==> src/rtl/pln_pkg.sv <==
// ============================================================================
//  Module      : pln_pkg
//  Description : Shared definitions for the pipeline skid stage: occupancy
//                state encoding and the default bubble fill value.
//  Revision    : 1.0 - initial release
// ============================================================================
`default_nettype none

package pln_pkg;

    // Occupancy state encoding; the value doubles as the entry count.
    localparam logic [1:0] PLN_EMPTY = 2'd0;
    localparam logic [1:0] PLN_ONE   = 2'd1;
    localparam logic [1:0] PLN_FULL  = 2'd2;

    // Fill bit for the default bubble: all-zero instr word is a MIPS nop.
    localparam logic PLN_BUBBLE_BIT = 1'b0;

endpackage : pln_pkg

`default_nettype wire

==> src/rtl/pln_sat_cnt.sv <==
// ============================================================================
//  Module      : pln_sat_cnt
//  Description : Saturating up-counter with asynchronous active-low reset.
//                Sticks at all-ones; only reset clears it.
//  Revision    : 1.0 - initial release
// ============================================================================
`default_nettype none

module pln_sat_cnt #(
    parameter int CNT_W = 32
) (
    input  logic             clk,
    input  logic             rst_n,
    input  logic             inc,
    output logic [CNT_W-1:0] count
);

    localparam logic [CNT_W-1:0] c_MAX = {CNT_W{1'b1}};

    logic [CNT_W-1:0] r_count;

    // Count up on inc, stopping at all-ones.
    always_ff @(posedge clk or negedge rst_n) begin
        if (!rst_n) begin
            r_count <= '0;
        end else if (inc && (r_count != c_MAX)) begin
            r_count <= r_count + 1'b1;
        end
    end

    assign count = r_count;

endmodule : pln_sat_cnt

`default_nettype wire

==> src/rtl/pln_skid_stage.sv <==
// ============================================================================
//  Module      : pln_skid_stage
//  Description : Handshaked pipeline-stage register with a two-entry skid
//                buffer and synchronous flush-to-bubble. in_ready/out_valid
//                are decoded from state flops only, so stalls never form a
//                combinational ready chain across stages.
//                Optional macro PLN_PERF_CNT_EN adds saturating stall,
//                bubble and flush performance counters.
//  Revision    : 1.0 - initial release
// ============================================================================
`default_nettype none

module pln_skid_stage
    import pln_pkg::*;
#(
    parameter int                DATA_W     = 64,
    parameter logic [DATA_W-1:0] BUBBLE_VAL = {DATA_W{PLN_BUBBLE_BIT}}
`ifdef PLN_PERF_CNT_EN
    ,
    parameter int                CNT_W      = 32
`endif
) (
    input  logic              PLN_clk,
    input  logic              PLN_reset_n,
    input  logic              in_valid,
    output logic              in_ready,
    input  logic [DATA_W-1:0] in_data,
    output logic              out_valid,
    input  logic              out_ready,
    output logic [DATA_W-1:0] out_data,
    input  logic              flush,
    output logic [1:0]        occupancy
`ifdef PLN_PERF_CNT_EN
    ,
    output logic [CNT_W-1:0]  stall_cnt,
    output logic [CNT_W-1:0]  bubble_cnt,
    output logic [CNT_W-1:0]  flush_cnt
`endif
);

    logic [1:0]        r_state;
    logic [DATA_W-1:0] r_main;
    logic [DATA_W-1:0] r_skid;
    logic              w_in_fire;
    logic              w_out_fire;

    assign in_ready   = (r_state != PLN_FULL);
    assign out_valid  = (r_state != PLN_EMPTY);
    assign out_data   = r_main;
    assign occupancy  = r_state;
    assign w_in_fire  = in_valid & in_ready;
    assign w_out_fire = out_valid & out_ready;

    // Occupancy FSM with main/skid storage; flush overrides every transition.
    always_ff @(posedge PLN_clk or negedge PLN_reset_n) begin
        if (!PLN_reset_n) begin
            r_state <= PLN_EMPTY;
            r_main  <= BUBBLE_VAL;
            r_skid  <= BUBBLE_VAL;
        end else if (flush) begin
            r_state <= PLN_EMPTY;
            r_main  <= BUBBLE_VAL;
            r_skid  <= BUBBLE_VAL;
        end else begin
            case (r_state)
                PLN_EMPTY: begin
                    if (w_in_fire) begin
                        r_state <= PLN_ONE;
                        r_main  <= in_data;
                    end
                end
                PLN_ONE: begin
                    if (w_in_fire && w_out_fire) begin
                        r_main  <= in_data;
                    end else if (w_in_fire) begin
                        r_state <= PLN_FULL;
                        r_skid  <= in_data;
                    end else if (w_out_fire) begin
                        r_state <= PLN_EMPTY;
                        r_main  <= BUBBLE_VAL;
                    end
                end
                PLN_FULL: begin
                    // in_ready is low here, so only the drain path matters.
                    if (w_out_fire) begin
                        r_state <= PLN_ONE;
                        r_main  <= r_skid;
                        r_skid  <= BUBBLE_VAL;
                    end
                end
                default: begin
                    r_state <= PLN_EMPTY;
                    r_main  <= BUBBLE_VAL;
                    r_skid  <= BUBBLE_VAL;
                end
            endcase
        end
    end

`ifdef PLN_PERF_CNT_EN
    pln_sat_cnt #(.CNT_W(CNT_W)) u_stall_cnt (
        .clk   (PLN_clk),
        .rst_n (PLN_reset_n),
        .inc   (out_valid & ~out_ready),
        .count (stall_cnt)
    );

    pln_sat_cnt #(.CNT_W(CNT_W)) u_bubble_cnt (
        .clk   (PLN_clk),
        .rst_n (PLN_reset_n),
        .inc   (~out_valid),
        .count (bubble_cnt)
    );

    pln_sat_cnt #(.CNT_W(CNT_W)) u_flush_cnt (
        .clk   (PLN_clk),
        .rst_n (PLN_reset_n),
        .inc   (flush),
        .count (flush_cnt)
    );
`endif

endmodule : pln_skid_stage

`default_nettype wire

==> config.mk <==
export PLATFORM = sky130hd
export DESIGN_NAME = pln_skid_stage
export DESIGN_NICKNAME = d
export VERILOG_FILES = /design/src/rtl/pln_pkg.sv /design/src/rtl/pln_sat_cnt.sv /design/src/rtl/pln_skid_stage.sv
export SDC_FILE = /design/constraint.sdc
export NUM_CORES = 1
export LEC_CHECK = 0
export CAP_MARGIN = 20
export CORE_UTILIZATION = 47
export CTS_CLUSTER_DIAMETER = 200
export DETAILED_ROUTE_END_ITERATION = 12
export PLACE_DENSITY_LB_ADDON = 0.25
export SETUP_SLACK_MARGIN = 0.5
export SKIP_LAST_GASP = 1
export SLEW_MARGIN = 0
export SYNTH_ARGS = -nofsm -noshare
export SYNTH_HDL_FRONTEND = slang
export SYNTH_HIERARCHICAL = 1
export SYNTH_SLANG_ARGS = --single-unit
==> constraint.sdc <==
create_clock -name PLN_clk -period 2.4 [get_ports PLN_clk]
set_clock_uncertainty 0.1 [all_clocks]
set_input_delay 0.48 -clock PLN_clk [delete_from_list [all_inputs] [get_ports PLN_clk]]
set_output_delay 0.48 -clock PLN_clk [all_outputs]
set_load 0.02 [all_outputs]
==> run metrics, run 1 <==
Post-DP Area 8170 µm²; Tot GR Track Use 0.235; final worst path period share 0.831; GRT met2 Usage 0.385; Final HPWL DP 10700 µm; global route overflow 0; Post-Syn Nets 654; count of final hold-check violations 0; Final ANT Viol Nets 0; Via density 5.56; synthesized area per cell 11.4 µm²; Root Driver clkbuf_16; cts bufs inserted 17; port bufs 136; met3 Usage GRT 0.0508; Pleak 4.07 nW; final instance area 8900 µm²; via count 5142; final number of setup-violating endpoints 0; I/O pin cnt 137; initial antenna violation count 1; register area share after synthesis 0.490; outcome complete, no violations; Sink Count 130; ant diodes 0; DR WL/cell 18.6 µm; row count 43; Mapped Cells 585; post-synthesis adder-cell area fraction 0; DRC Markers 0; Worst Setup Start Kind flip-flop; CTS clk-pin slew, worst paths 0.05 ns; max-cap viol count 0; ratio of cells with drive above 1 in the final layout 0.105; CTS tree yes; worst-case clock buffer depth 2; chip width 121 µm; Worst setup EP type output port; Core ar. 13800 µm²; Synth Area in Simple Gates 0.0520; Clock Latency Late Sink 0.41 ns; RSZ-0062 raised after global routing yes; Power Total 6.04 mW; Worst Hold Class reg -> reg; first-pass GRT wire length 26600 µm; synth unique cells 23; VDD IR max 0.000477 V; die area 14600 µm²; Initial Utilization 0.480; GRT busiest layer met2; kind of critical path reg -> out; XOR/XNOR Fraction of Synth Area 0; Final Critical Period 1.99 ns; mux cell area share after synthesis 0.194; Initial DRC Count 278; Syn. warnings 6; Worst Tran Pin Value 0.547 ns; mapped cell area 6640 µm²; Max Clock Freq 502 MHz; pin count of the biggest net entering global routing 56; CP max FO 5; Synth Area in Compound Gates 0.176; largest family of logic cells by synthesized area multiplexers; relative slew slack 0.635; PwrDens 679 nW/µm²; Die Span Y 121 µm; Yosys reg bits 130; vias in the first global route 5239; M1 GR Usage 0.308; H-tree Lvls 4; final wirelength 17200 µm; Max Slew Vio Count 0; Layout area overhead 34.0%; First-pass DRT Iterations 5; Placer Congestion 0.739; Arr. time, crit path 1.41 ns; Req. time, crit path 1.82 ns; nets 800
-- synthesized netlist by cell type --
| master | instances | area share |
|---|---|---|
| dfrtp_1 | 130 | 0.49 |
| mux2i_1 | 129 | 0.19 |
| nand2_1 | 66 | 0.037 |
| a22o_1 | 65 | 0.086 |
| inv_1 | 64 | 0.036 |
| o2bb2ai_1 | 64 | 0.084 |
| buf_2 | 19 | 0.014 |
| buf_6 | 13 | 0.022 |
| buf_4 | 11 | 0.012 |
| clkbuf_1 | 6 | 0.0034 |
| nor2_1 | 5 | 0.0028 |
| nor2b_1 | 2 | 0.0019 |
| a21boi_1 | 1 | 0.0011 |
| a21oi_1 | 1 | 0.00075 |
| a2bb2oi_2 | 1 | 0.0023 |
| and2b_1 | 1 | 0.0011 |
| nand2b_1 | 1 | 0.00094 |
| nor2_2 | 1 | 0.00094 |
| nor2_4 | 1 | 0.0017 |
| nor2_8 | 1 | 0.0030 |
| o22a_1 | 1 | 0.0013 |
| or2_1 | 1 | 0.00094 |
| or3b_1 | 1 | 0.0013 |
-- worst max-delay path, cell delays in order, from the launching register on --
cell and delay [ns]:
dfrtp_4 0.51, buf_6 0.14, or2_1 0.21, buf_6 0.14
-- cells in the final DEF (no fill, tap or decap), types with 5 or more instances in the layout --
cell type and n:
inv_1 64, a22o_1 64, dlygate4sd2_1 66, clkbuf_8 6, buf_4 19, nor2_1 5, mux2i_1 129, dfrtp_1 128
clkbuf_16 22, buf_6 5, buf_12 7, nand2_1 66, o2bb2ai_1 64, clkdlybuf4s50_1 66, clkbuf_1 5
-- report_power, final --
group          internal, mW  leakage [nW]  switching, mW
clock network          1.59         0.284          0.902
logic                 0.509          2.02          0.613
registers              2.34          1.76         0.0909
-- timing repair --
action                                  CTS  global route
pin swaps                                 1             2
hold buffers                              1             0
gates resized for setup                  78            11
endpoints found under the setup margin  112            97
gates cloned                              1             8
buffers inserted                          5             0
endpoints found under the hold margin    23             0
-- metal layers --
metal  share of wire  wire (µm)
met5         0.00076         13
met4           0.012        209
met3           0.049        849
met2            0.50       8550
met1            0.44       7590
-- final cells by class --
cell class	instances	area, µm²
Clock inverter	4	45.0
Fill cell	1068	4930
Timing Repair Buffer	174	1760
Tap cell	180	225
Clock buffer	28	527
Sequential cell	130	3260
Multi-Input combinational cell	344	2850
Inverter	64	240
-- sequential cells by signal (all words and copies together), names as in the netlist --
signal     flops
occupancy      2
out_data      64
r_skid        64
-- stage by stage --
stage / cells / utilization / worst slack, ns / hold WS, ns / TNS, ns
CTS: 916 / 0.631 / 0.300 / 0.402 / 0
detailed placement: 877 / 0.591 / -0.0219 / 0.316 / -0.148
global route: 924 / 0.644 / 0.373 / 0.407 / 0
finish: 924 / 0.644 / 0.406 / 0.393 / 0
floorplan: 585 / - / 0.536 / 0.0844 / 0
global placement: 877 / 0.591 / 0.0374 / 0.321 / 0
-- worst paths after layout --
check | startpoint | endpoint | slack (ns) | cells past startpoint
min | out_data[22] | out_data[22] | 0.39 | 1
min in group asynchronous | PLN_reset_n | out_data[37] | 0.43 | 2
min reg2reg | out_data[22] | out_data[22] | 0.39 | 1
max | occupancy[1] | out_valid | 0.41 | 3
max reg2reg | occupancy[1] | out_data[60] | 0.45 | 5
max in group asynchronous | PLN_reset_n | occupancy[1] | 1.14 | 3
-- logic make-up (layout without fill, tap and decap cells) --
family	Yosys count	after routing
AOI/OAI and AO/OA	133	133
DFF	130	130
muxes	129	129
buffers and inverters	113	270
and+or+nand+nor	80	82
No activity file was read; power rests on OpenSTA's default activity.
==> run 2, diff against run 1 <==
clock period = 1.7 ns   (was 2.4 ns; I/O delays follow)
==> run metrics, run 2 (synthesis gave the netlist of run 1 again) <==
outcome finished, violations left (was complete, no violations); violated checks negative setup slack; port bufs 136 (unchanged); M1 GR Usage 0.320 (was 0.308); Max Clock Freq 539 MHz; RSZ-0062 raised after global routing yes (unchanged); Worst setup EP type flip-flop (was output port); worst-case clock buffer depth 2 (unchanged); Final ANT Viol Nets 0 (unchanged); Place WS -0.355 ns (was -0.0219 ns); Worst Hold Class in -> async (was reg -> reg); Clock Latency Late Sink 0.43 ns (was 0.41 ns); row count 43 (unchanged); pin count of the biggest net entering global routing 77 (was 56); global route overflow 0 (unchanged); DRC Markers 0 (unchanged); max-cap viol count 0 (unchanged); Max Slew Vio Count 0 (unchanged); CTS clk-pin slew, worst paths 0.06 ns (was 0.05 ns); relative slew slack 0.719 (was 0.635); final worst path period share 1.09; Sink Count 130 (unchanged); Final Critical Period 1.86 ns; First-pass DRT Iterations 5 (unchanged); cts bufs inserted 17 (unchanged); CTS tree yes (unchanged); PwrDens 921 nW/µm² (was 679 nW/µm²); H-tree Lvls 4 (unchanged); DR WL/cell 19.3 µm (was 18.6 µm); met3 Usage GRT 0.0606 (was 0.0508); Req. time, crit path 1.90 ns (was 1.82 ns); first-pass GRT wire length 28800 µm (was 26600 µm); multi-input logic area 2890 µm² (was 2850 µm²); Pleak 4.46 nW (was 4.07 nW); Register Area 3260 µm² (unchanged); GRT busiest layer met2 (unchanged); final wirelength 19100 µm (was 17200 µm); Filler cells 917 (was 1068); VDD IR max 0.000725 V (was 0.000477 V); Post-DP Area 8330 µm² (was 8170 µm²); ratio of cells with drive above 1 in the final layout 0.277 (was 0.105); GRT met2 Usage 0.433 (was 0.385); CP max FO 17 (was 5); fin worst setup slack -0.156 ns (was 0.406 ns); Core ar. 13800 µm² (unchanged); Placer Congestion 0.730 (was 0.739); Layout area overhead 50.0% (was 34.0%); kind of critical path reg -> reg (was reg -> out); Final HPWL DP 10700 µm (about the same); Die Span Y 121 µm (unchanged); via count 5505 (was 5142); initial antenna violation count 0 (was 1); most frequent cells in the layout dfrtp_1 (128), mux2i_1 (125), buf_6 (76), buf_4 (68), clkdlybuf4s50_1 (67) (was mux2i_1 (129), dfrtp_1 (128), nand2_1 (66), clkdlybuf4s50_1 (66), dlygate4sd2_1 (66)); chip width 121 µm (unchanged); count of final hold-check violations 0 (unchanged); Root Driver clkbuf_16 (unchanged); I/O pin cnt 137 (unchanged); ant diodes 0 (unchanged); die area 14600 µm² (unchanged); Worst Setup Start Kind flip-flop (unchanged); Initial Utilization 0.480 (unchanged); nets 869 (was 800); final instance area 9960 µm² (was 8900 µm²); Worst Tran Pin Value 0.422 ns (was 0.547 ns); Initial DRC Count 355 (was 278); Tot GR Track Use 0.257 (was 0.235); Via density 5.54 (was 5.56); Arr. time, crit path 2.06 ns (was 1.41 ns); commonest non-fill, non-tap cell in the layout dfrtp_1 (was mux2i_1); final number of setup-violating endpoints 131 (was 0); vias in the first global route 5630 (was 5239)
## run 2: changes by cell type in the layout (fill, tap and decap cells not counted), sizes merged, moves of 2 or more
cell | before | now
clkbuf | 34 | 29
clkinv | 3 | 5
buf | 35 | 170
nor2 | 10 | 8
dlygate4sd2 | 66 | 0
clkinvlp | 0 | 2
## run 2: power breakdown
part | internal (mW) | switching, mW | leakage, nW
Clock | 2.30 | 1.34 | 0.289
Sequential | 3.31 | 0.156 | 1.76
Combinational | 1.11 | 0.966 | 2.40
## run 2: final timing paths
kind	start	to	slack [ns]	cells after the start
max in group asynchronous	PLN_reset_n	occupancy[1]	0.74	3
min	PLN_reset_n	out_data[24]	0.36	3
min in group PLN_clk	in_data[54]	r_skid[54]	0.41	3
min reg2reg	r_skid[18]	r_skid[18]	0.42	2
max reg2reg	occupancy[1]	out_data[9]	-0.16	5
max	occupancy[1]	out_data[9]	-0.16	5
## run 2: stage by stage
step	utilization	power (mW)	TNS, ns	cells	hold WS (ns)
2_1_floorplan	-	4.37	0	585	-0.0556
3_3_place_gp	0.602	5.07	-33.05	883	0.270
3_5_place_dp	0.602	5.12	-38.05	883	0.274
4_1_cts	0.690	9.01	-8.72	964	0.374
5_1_grt	0.721	9.51	-19.73	993	0.403
6_report	0.721	9.18	-14.71	993	0.356
## run 2: cell type report
class	count	area share
Multi-Input combinational cell	342	0.290
Sequential cell	130	0.327
Clock buffer	23	0.0490
Clock inverter	9	0.0104
Inverter	64	0.0241
Timing Repair Buffer	245	0.277
Tap cell	180	0.0226
## run 2: metal layers
layer | part of all wire | up-vias
met2 | 0.51 | 170
met1 | 0.42 | 2802
met3 | 0.054 | 30
met5 | 0 | -
li1 | - | 2503
met4 | 0.020 | 0
## run 2: what timing repair did
| item | 4_1_cts | 5_1_grt |
|---|---|---|
| gates resized for setup | 419 | 22 |
| hold buffers | 1 | 0 |
| hold endpoints to repair | 130 | 0 |
| pin swaps | 0 | 3 |
| setup buffers | 44 | 22 |
| endpoints found under the setup margin | 198 | 198 |
| cloned | 4 | 7 |
## run 2: worst max-delay path, stage by stage (launching register included)
cell and delay, ns:
dfrtp_4 0.52, buf_4 0.16, mux2i_4 0.19, a22o_4 0.33, buf_12 0.18, a22o_1 0.25
==> run 3, diff against run 2 <==
CORE_MARGIN = 2   (was not set)
CTS_BUF_LIST = sky130_fd_sc_hd__clkbuf_16   (was not set)
PLACE_DENSITY = 0.79   (was not set)
PLACE_DENSITY_LB_ADDON = not set   (was 0.25)
==> run metrics, run 3 (synthesis gave the netlist of run 1 again) <==
outcome finished, violations left (unchanged); violated checks negative setup slack (unchanged); RSZ-0062 raised after global routing yes (unchanged); Root Driver clkbuf_16 (unchanged); final instance area 10000 µm² (was 9960 µm²); Worst setup EP type flip-flop (unchanged); Arr. time, crit path 2.15 ns (was 2.06 ns); Core ar. 13800 µm² (unchanged); Final HPWL DP 11300 µm (was 10700 µm); Worst Setup Start Kind flip-flop (unchanged); Initial Utilization 0.480 (unchanged); relative slew slack 0.778 (was 0.719); I/O pin cnt 137 (unchanged); VDD IR max 0.000692 V (was 0.000725 V); Layout area overhead 50.9% (was 50.0%); Max Slew Vio Count 0 (unchanged); chip width 123 µm (was 121 µm); CTS tree yes (unchanged); commonest non-fill, non-tap cell in the layout dfrtp_1 (unchanged); final number of setup-violating endpoints 131 (unchanged); DR WL/cell 18.7 µm (was 19.3 µm); vias in the first global route 5719 (was 5630); Worst Tran Pin Value 0.332 ns (was 0.422 ns); Finished Layout Cells 1005 (was 993); Power Total 9.10 mW (was 9.18 mW); Worst Hold Class in -> async (unchanged); ratio of cells with drive above 1 in the final layout 0.313 (was 0.277); row count 43 (unchanged); die area 15100 µm² (was 14600 µm²); first-pass GRT wire length 28500 µm (was 28800 µm); pin count of the biggest net entering global routing 45 (was 77); via count 5606 (was 5505); DRC Markers 0 (unchanged); Inst Count DP 885 (was 883); final core utilization 0.725 (was 0.721); Final Critical Period 1.93 ns (was 1.86 ns); Post-DP Area 8370 µm² (was 8330 µm²); final wirelength 18800 µm (was 19100 µm); First-pass DRT Iterations 5 (unchanged); CP max FO 9 (was 17); nets 881 (was 869); most frequent cells in the layout dfrtp_1 (128), mux2i_1 (127), buf_4 (86), buf_6 (75), clkdlybuf4s50_1 (67) (was dfrtp_1 (128), mux2i_1 (125), buf_6 (76), buf_4 (68), clkdlybuf4s50_1 (67)); Place WS -0.372 ns (was -0.355 ns); final worst path period share 1.13 (was 1.09); H-tree Lvls 4 (unchanged); Pleak 4.57 nW (was 4.46 nW); cts bufs inserted 17 (unchanged); fin worst setup slack -0.227 ns (was -0.156 ns); initial antenna violation count 0 (unchanged); PwrDens 908 nW/µm² (was 921 nW/µm²); CTS clk-pin slew, worst paths 0.06 ns (about the same); Req. time, crit path 1.93 ns (was 1.90 ns); global route overflow 0 (unchanged); Placer Congestion 0.798 (was 0.730); Max Clock Freq 519 MHz (was 539 MHz); Via density 5.58 (was 5.54); count of final hold-check violations 0 (unchanged); Initial DRC Count 380 (was 355); Final ANT Viol Nets 0 (unchanged); ant diodes 0 (unchanged); port bufs 136 (unchanged); kind of critical path reg -> reg (unchanged); Sink Count 130 (unchanged); Clock Latency Late Sink 0.42 ns (was 0.43 ns); Die Span Y 123 µm (was 121 µm); worst-case clock buffer depth 2 (unchanged); max-cap viol count 0 (unchanged); Tot GR Track Use 0.246 (was 0.257)
==> run 3: cell types whose count changed in the layout (fill, tap and decap cells not counted), moves of 3 or more <==
cell,before,now
mux2i_4,3,0
buf_4,68,86
nand2_2,0,17
clkbuf_8,4,0
nand2_4,0,9
clkinv_1,0,3
nand2_1,66,40
==> run 3: timing repair <==
action / in CTS / in global routing
hold buffers: 1 / 0
gates resized for setup: 413 / 54
pin swaps: 0 / 8
buffers inserted: 48 / 32
setup endpoints to repair: 198 / 257
gates cloned: 2 / 5
endpoints found under the hold margin: 29 / 0
==> run 3: final timing paths <==
path,cells past startpoint,slack (ns),end,start
hold reg to reg,2,0.42,r_skid[9],r_skid[9]
min in group PLN_clk,2,0.42,r_skid[9],r_skid[9]
setup / recovery,8,-0.23,r_skid[46],occupancy[1]
setup reg to reg,8,-0.23,r_skid[46],occupancy[1]
hold / removal,2,0.27,out_data[8],PLN_reset_n
max in group asynchronous,3,0.67,out_data[45],PLN_reset_n
==> run 3: area by class of cell <==
| class | instances | area (µm²) |
|---|---|---|
| tap | 180 | 225 |
| fill | 904 | 3810 |
| clock inverter | 15 | 150 |
| sequential | 130 | 3260 |
| inverter | 64 | 240 |
| timing repair buffer | 257 | 2770 |
| multi-input combinational | 342 | 2960 |
| clock buffer | 17 | 425 |
==> run 3: metal layers <==
metal,vias to the layer above,GRT usage,share of wire
met3,48,0.0493,0.048
met2,192,0.420,0.52
met5,-,0,0
li1,2536,-,-
met1,2830,0.301,0.41
met4,0,0.109,0.028
==> run 3: critical path: stages, from the launching register on <==
cell and delay, ns:
dfrtp_4 0.52, buf_6 0.15, and2b_2 0.24, nor2b_4 0.19, buf_6 0.12, buf_12 0.12, clkbuf_16 0.16, nand2_1 0.07
mux2i_1 0.17
==> run 3: stage by stage <==
| step | TNS [ns] | hold WS (ns) |
|---|---|---|
| final | -14.46 | 0.273 |
| after global routing | -21.04 | 0.297 |
| after CTS | -11.06 | 0.314 |
| after detailed placement | -39.60 | 0.221 |
| after global placement | -32.02 | 0.214 |
| after floorplan | 0 | -0.0556 |
==> run 3: where the power goes <==
group          internal (mW)  switching, mW
Combinational           1.08          0.961
Sequential              3.31          0.156
Clock                   2.26           1.33
Total                   6.65           2.45
